`config.mk`:
```
export PLATFORM = sky130hd
export DESIGN_NAME = fetch_queue
export DESIGN_NICKNAME = d
export VERILOG_FILES = /design/src/rtl/fetch_queue.sv
export SDC_FILE = /design/constraint.sdc
export NUM_CORES = 1
export LEC_CHECK = 0
export ABC_CLOCK_PERIOD_IN_PS = 3030
export CAP_MARGIN = 20
export CORE_UTILIZATION = 47
export CTS_CLUSTER_SIZE = 28
export DETAILED_ROUTE_END_ITERATION = 8
export PLACE_DENSITY = 0.71
export SETUP_SLACK_MARGIN = 0.05
export SYNTH_ARGS = -nofsm -noshare
export SYNTH_HDL_FRONTEND = slang
export SYNTH_SLANG_ARGS = --single-unit
```
`constraint.sdc`:
```
create_clock -name clk -period 3.03 [get_ports clk]
set_input_delay 0.4545 -clock clk [delete_from_list [all_inputs] [get_ports clk]]
set_output_delay 0.4545 -clock clk [all_outputs]
set_load 0.01 [all_outputs]
```
`src/rtl/fetch_queue.sv`:
```
// fetch_queue: decoupled instruction-fetch unit.
//   Owns the fetch PC, issues sequential requests to a synchronous instruction memory
//   (data one cycle after the request) and buffers {pc, instr} pairs in a DEPTH-entry
//   FIFO feeding decode. A redirect flushes everything and restarts fetch at the target.
// Ports:
//   clk, reset              clock; synchronous active-high reset
//   imem_req/imem_addr      memory request and word-aligned byte address
//   imem_rdata              memory data, valid the cycle after imem_req
//   redirect/redirect_pc    flush and restart at redirect_pc (low two bits ignored)
//   id_ready                decode accepts the head entry this cycle
//   out_valid/out_pc/out_instr  head entry
//   count                   occupied FIFO entries
// Optional feature: define FETCH_QUEUE_BYPASS_EN to forward a response straight to the
//   outputs when the FIFO is empty (one cycle less request-to-valid latency).
module fetch_queue #(
  parameter int unsigned     PC_W     = 9,
  parameter int unsigned     INS_W    = 32,
  parameter int unsigned     DEPTH    = 4,
  parameter logic [PC_W-1:0] RESET_PC = '0
) (
  input  logic                     clk,
  input  logic                     reset,
  output logic                     imem_req,
  output logic [PC_W-1:0]          imem_addr,
  input  logic [INS_W-1:0]         imem_rdata,
  input  logic                     redirect,
  input  logic [PC_W-1:0]          redirect_pc,
  input  logic                     id_ready,
  output logic                     out_valid,
  output logic [PC_W-1:0]          out_pc,
  output logic [INS_W-1:0]         out_instr,
  output logic [$clog2(DEPTH):0]   count
);

  localparam int unsigned PtrW = $clog2(DEPTH);
  localparam int unsigned CntW = PtrW + 1;

  logic [PC_W-1:0]  fetch_pc_q, fetch_pc_d;
  logic [CntW-1:0]  count_q, count_d;
  logic [PtrW-1:0]  rd_ptr_q, rd_ptr_d;
  logic [PtrW-1:0]  wr_ptr_q, wr_ptr_d;
  logic             pending_q, pending_d;
  logic [PC_W-1:0]  pend_pc_q, pend_pc_d;

  logic [PC_W-1:0]  mem_pc_q    [DEPTH];
  logic [INS_W-1:0] mem_instr_q [DEPTH];

  logic head_valid, byp_valid, push, pop;

  assign head_valid = (count_q != '0);

`ifdef FETCH_QUEUE_BYPASS_EN
  assign byp_valid = !head_valid && pending_q && !redirect;
`else
  assign byp_valid = 1'b0;
`endif

  // Entries in flight count against FIFO space, so a response always has a slot.
  assign imem_req  = !reset && !redirect && ((count_q + CntW'(pending_q)) < CntW'(DEPTH));
  assign imem_addr = fetch_pc_q;

  assign pop  = head_valid && id_ready && !redirect;
  // A bypassed response that decode takes immediately never enters the FIFO.
  assign push = pending_q && !redirect && !(byp_valid && id_ready);

  always_comb begin
    out_valid = 1'b0;
    out_pc    = '0;
    out_instr = '0;
    if (!reset) begin
      if (head_valid) begin
        out_valid = 1'b1;
        out_pc    = mem_pc_q[rd_ptr_q];
        out_instr = mem_instr_q[rd_ptr_q];
      end else if (byp_valid) begin
        out_valid = 1'b1;
        out_pc    = pend_pc_q;
        out_instr = imem_rdata;
      end
    end
  end

  assign count = count_q;

  always_comb begin
    fetch_pc_d = fetch_pc_q;
    count_d    = count_q;
    rd_ptr_d   = rd_ptr_q;
    wr_ptr_d   = wr_ptr_q;
    pending_d  = imem_req;
    pend_pc_d  = fetch_pc_q;
    if (redirect) begin
      fetch_pc_d = {redirect_pc[PC_W-1:2], 2'b00};
      count_d    = '0;
      rd_ptr_d   = '0;
      wr_ptr_d   = '0;
      pending_d  = 1'b0;
    end else begin
      if (imem_req) fetch_pc_d = fetch_pc_q + PC_W'(4);
      if (push)     wr_ptr_d   = wr_ptr_q + PtrW'(1);
      if (pop)      rd_ptr_d   = rd_ptr_q + PtrW'(1);
      if (push && !pop)      count_d = count_q + CntW'(1);
      else if (pop && !push) count_d = count_q - CntW'(1);
    end
  end

  always_ff @(posedge clk) begin
    if (reset) begin
      fetch_pc_q <= {RESET_PC[PC_W-1:2], 2'b00};
      count_q    <= '0;
      rd_ptr_q   <= '0;
      wr_ptr_q   <= '0;
      pending_q  <= 1'b0;
      pend_pc_q  <= '0;
    end else begin
      fetch_pc_q <= fetch_pc_d;
      count_q    <= count_d;
      rd_ptr_q   <= rd_ptr_d;
      wr_ptr_q   <= wr_ptr_d;
      pending_q  <= pending_d;
      pend_pc_q  <= pend_pc_d;
    end
  end

  // Storage needs no reset: entries are only visible while count_q covers them.
  always_ff @(posedge clk) begin
    if (!reset && push) begin
      mem_pc_q[wr_ptr_q]    <= pend_pc_q;
      mem_instr_q[wr_ptr_q] <= imem_rdata;
    end
  end

endmodule

```
After elaboration in Yosys (flattened, before gate mapping)
Memories as Yosys holds them, arrays and structs flattened. A register that Yosys moved wholly into a read port is not among the register bits.
Index checks and enable logic that the tools add are counted.
- register bits: 26
- bits in writable memories: 164
- bits of input ports: 45
- output and inout port bits: 55
- word-level logic and storage cells: 48
- memories kept: 2
- memory list (name ; words ; bits a word ; read ports ; clocked after memory_dff ; write ports ; RTL line ; source):
    mem_instr_q ; 4 ; 32 ; 1 ; 1 ; 1 ; 46 ; logic [INS_W-1:0] mem_instr_q [DEPTH];
    mem_pc_q ; 4 ; 9 ; 1 ; 1 ; 1 ; 45 ; logic [PC_W-1:0] mem_pc_q [DEPTH];
- add/subtract/negate cells: 6
- magnitude comparators: 1
- mux-type cells: 16
- reductions and logical operators: 16
- operators by type and width (cell ; count):
    $mux 32 ; 2
    $mux 9 ; 4
    $add 9x3->9 const B ; 1
    $logic_and 1x1->1 ; 8
    $mux 2 ; 4
    $mux 3 ; 2
    $add 2x1->2 const B ; 2
    $logic_not 1->1 ; 4
    $mux 1 ; 4
    $reduce_bool 2->1 ; 2
    $add 3x1->3 ; 1
    $add 3x1->3 const B ; 1
    $lt 3x3->1 const B ; 1
    $reduce_bool 3->1 ; 1
    $sub 3x1->3 const B ; 1
    $reduce_or 2->1 ; 1

Longest topological paths before layout
- depth after elaboration: 6
- gate-level depth with buffers: 9
- gate-level depth less buffers: 8

Least setup slack after synthesis
Ideal clock, no wire load.
- kind: in2reg
- start point: input reset
- end point: memory mem_instr_q[2][0], enable pin
- library setup time: 0.400 ns
- arrival: 1.894 ns
- required time: 2.630 ns
- slack: 0.736 ns
- cell stages on the path: 3
- path buffers: 1
- cell sequence: clkbuf_1 nor2_1 and3_1
- cells in the longest elaborated chain, start to end: 4
- RTL lines (what ; RTL line ; source):
    start, declared ; 22 ; input logic reset,
    $logic_not 1->1 ; 127 ; if (!reset && push) begin
    $logic_and 1x1->1 ; 127 ;
    $mux 1 ; 127 ;
    $mux 1 (implied by the code) ; 129 ; mem_instr_q[wr_ptr_q] <= imem_rdata;
    end, declared ; 46 ;
Every way passes these cells.

==> results.tsv <==
metric	value	unit
CTS-repair resized insts	0	
final std cells w/o fill	673	
Layout Nets	529	
fin crit share	0.888	
LEAKAGE	2.90	nW
yosys warns	0	
CTS Buffer Depth	2	
CTS tree	done	
via-per-instance ratio	5.31	
die width	125	um
root buffer cell	clkbuf_16	
Fmax	0.372	GHz
die span in y	125	um
switching power	1.01	mW
I/O pins	100	
footprint of the multi-input gates	1770	sq um
Rows	44	
post-route minimum period	2.69	ns
dpl cells	642	
P per Cell Area	574	nW/um^2
largest net degree at the start of global routing	41	
register area	5170	sq um
Clock transition at path regs	0.06	ns
Main synth FF type	edfxtp_1	
routed via count	3573	
Buffers on Ports	93	
overall routed net length	12100	um
die footprint	15500	sq um
RePlAce Congestion	0.774	
Worst setup SP type	flip-flop	
clk_lat worst skew	0.42	ns
internal power	4.07	mW
# hold bufs at CTS	0	
n_diodes	0	
Net Sw Frac	0.199	
DR iter-0 viols	213	
Final Hold Fails	0	
Unique masters post-synth	40	
# setup viols final	0	
total global-route track usage	0.170	
DP HPWL	7130	um
fillers	1075	
Post-CTS Setup Bufs	0	
Crit Path Category	reg -> out	
Placed Area	8290	sq um
clock skew	0.0132	ns
first-pass GRT wire length	19800	um
core area	14600	sq um
Max VDD drop	362	uV
register area share after synthesis	0.730	
Routed Antenna Nets	0	
EDFF count, synth	156	
Comb pwr share	0.049	
share of the synthesized area in the top cell type	0.662	
gr ovfl total	0	
layout cells sized above 1	0.194	
drt drc	0	
H-tree depth	4	
Setup WS post-layout	0.339	ns
syn_area_per_cell	18.9	sq um
area grow syn2layout	25.2	%
Worst Path Required	2.58	ns
CP Capture Type	output port	
WL/cell	18.0	um
Hold Path Class	reg -> reg	
Final Max Slew Viols	0	
status	finished, final reports clean	
critical path arrival	2.24	ns
Post-synth top cells	edfxtp_1 (156), and2_1 (40), mux4_2 (39)	
Final TNS setup	0	ns
async set-reset flop share out of synthesis	0	
Clock power frac	0.412	
RSZ-0062 raised after global routing	no	
post-synthesis instance total	375	
drt first pass iters	4	
CTS buffer count	17	
initial antenna violation count	0	
synthesized area	7070	sq um
cells taking the most area after synthesis	edfxtp_1 (66%), mux4_2 (12%), dfxtp_1 (6.8%)	
critical-path maximum fanout	12	
FF+latch count, synth	180	
maxcap violations	0	
vias in the first global route	3848	
pre-CTS setup slack	0.485	ns
Final Cell Area	8860	sq um
Sink Count	180	
Yosys top cell by area	edfxtp_1	
Initial Utilization	0.485	
cell with the most instances after synthesis	edfxtp_1	
post-layout util	0.607	
Sequential Power Share	0.540	
[final timing paths]
path | endpoint | startpoint | slack [ns] | cells after the start
min reg2reg | mem_pc_q[0][3] | pend_pc_q[3] | 0.48 | 0
max reg2reg | count[2] | count[2] | 0.74 | 8
min | mem_pc_q[0][3] | pend_pc_q[3] | 0.48 | 0
max | out_instr[8] | flip-flop | 0.34 | 4
[flip-flops by register name (all words and copies together), names as in the netlist, named ones only]
| signal | count |
|---|---|
| mem_instr_q | 128 |
| mem_pc_q | 28 |
| imem_addr | 7 |
| pend_pc_q | 7 |
| count | 3 |
| rd_ptr_q | 2 |
| wr_ptr_q | 2 |
| pending_q | 1 |
[per-layer routing]
layer | routed length [um] | part of all wire | vias to the layer above | global-route usage
li1 | - | - | 1653 | -
met1 | 5220 | 0.43 | 1812 | 0.208
met2 | 6160 | 0.51 | 98 | 0.286
met3 | 628 | 0.052 | 10 | 0.0554
met4 | 116 | 0.0096 | 0 | 0.0510
met5 | 0 | 0 | - | 0
[through the flow]
step                      total power, mW  hold WS, ns
after CTS                            5.11        0.478
after global routing                 5.24        0.502
final                                5.08        0.482
after floorplan                      2.90        0.438
after global placement               3.04        0.446
after detailed placement             3.05        0.462
[placed cells by master, fill, tap and decap left out, types with 5 or more instances in the layout]
master | synthesis | routed
and2_1 | 40 | 40
buf_12 | 0 | 7
clkbuf_16 | 0 | 17
clkdlybuf4s50_1 | 0 | 93
clkinv_2 | 0 | 5
dfxtp_1 | 24 | 22
edfxtp_1 | 156 | 156
ha_1 | 6 | 6
inv_1 | 7 | 7
mux4_2 | 39 | 39
nor2_1 | 16 | 15
nor2b_1 | 9 | 9
[power groups by stage]
stage	combinational (mW)	clock [mW]	sequential (mW)
after global routing	0.269	2.23	2.75
after floorplan	0.109	0	2.79
after CTS	0.251	2.12	2.74
after detailed placement	0.249	0	2.80
final	0.248	2.09	2.74
after global placement	0.244	0	2.79
[critical path: stages (launching register included)]
cell             delay, ns
dfxtp_2               0.35
buf_4                 0.27
mux4_2                0.57
and2_1                0.17
clkdlybuf4s50_1       0.47
[cell families after synthesis]
group,Yosys count,share of synthesized area
simple gates,95,0.0792
other cells,1,0.000530
flops,180,0.730
compound gates,13,0.0156
xor+xnor,8,0.0126
buf+inv,30,0.0214
mux,41,0.127
fa+ha+maj,7,0.0134
[cell type report]
type / instances / share of cell area
timing repair buffer: 103 / 0.123
clock inverter: 13 / 0.0154
sequential: 180 / 0.583
tap: 184 / 0.0260
multi-input combinational: 168 / 0.200
clock buffer: 18 / 0.0485
inverter: 7 / 0.00297
Note: power is estimated with default switching activity, not from simulation.
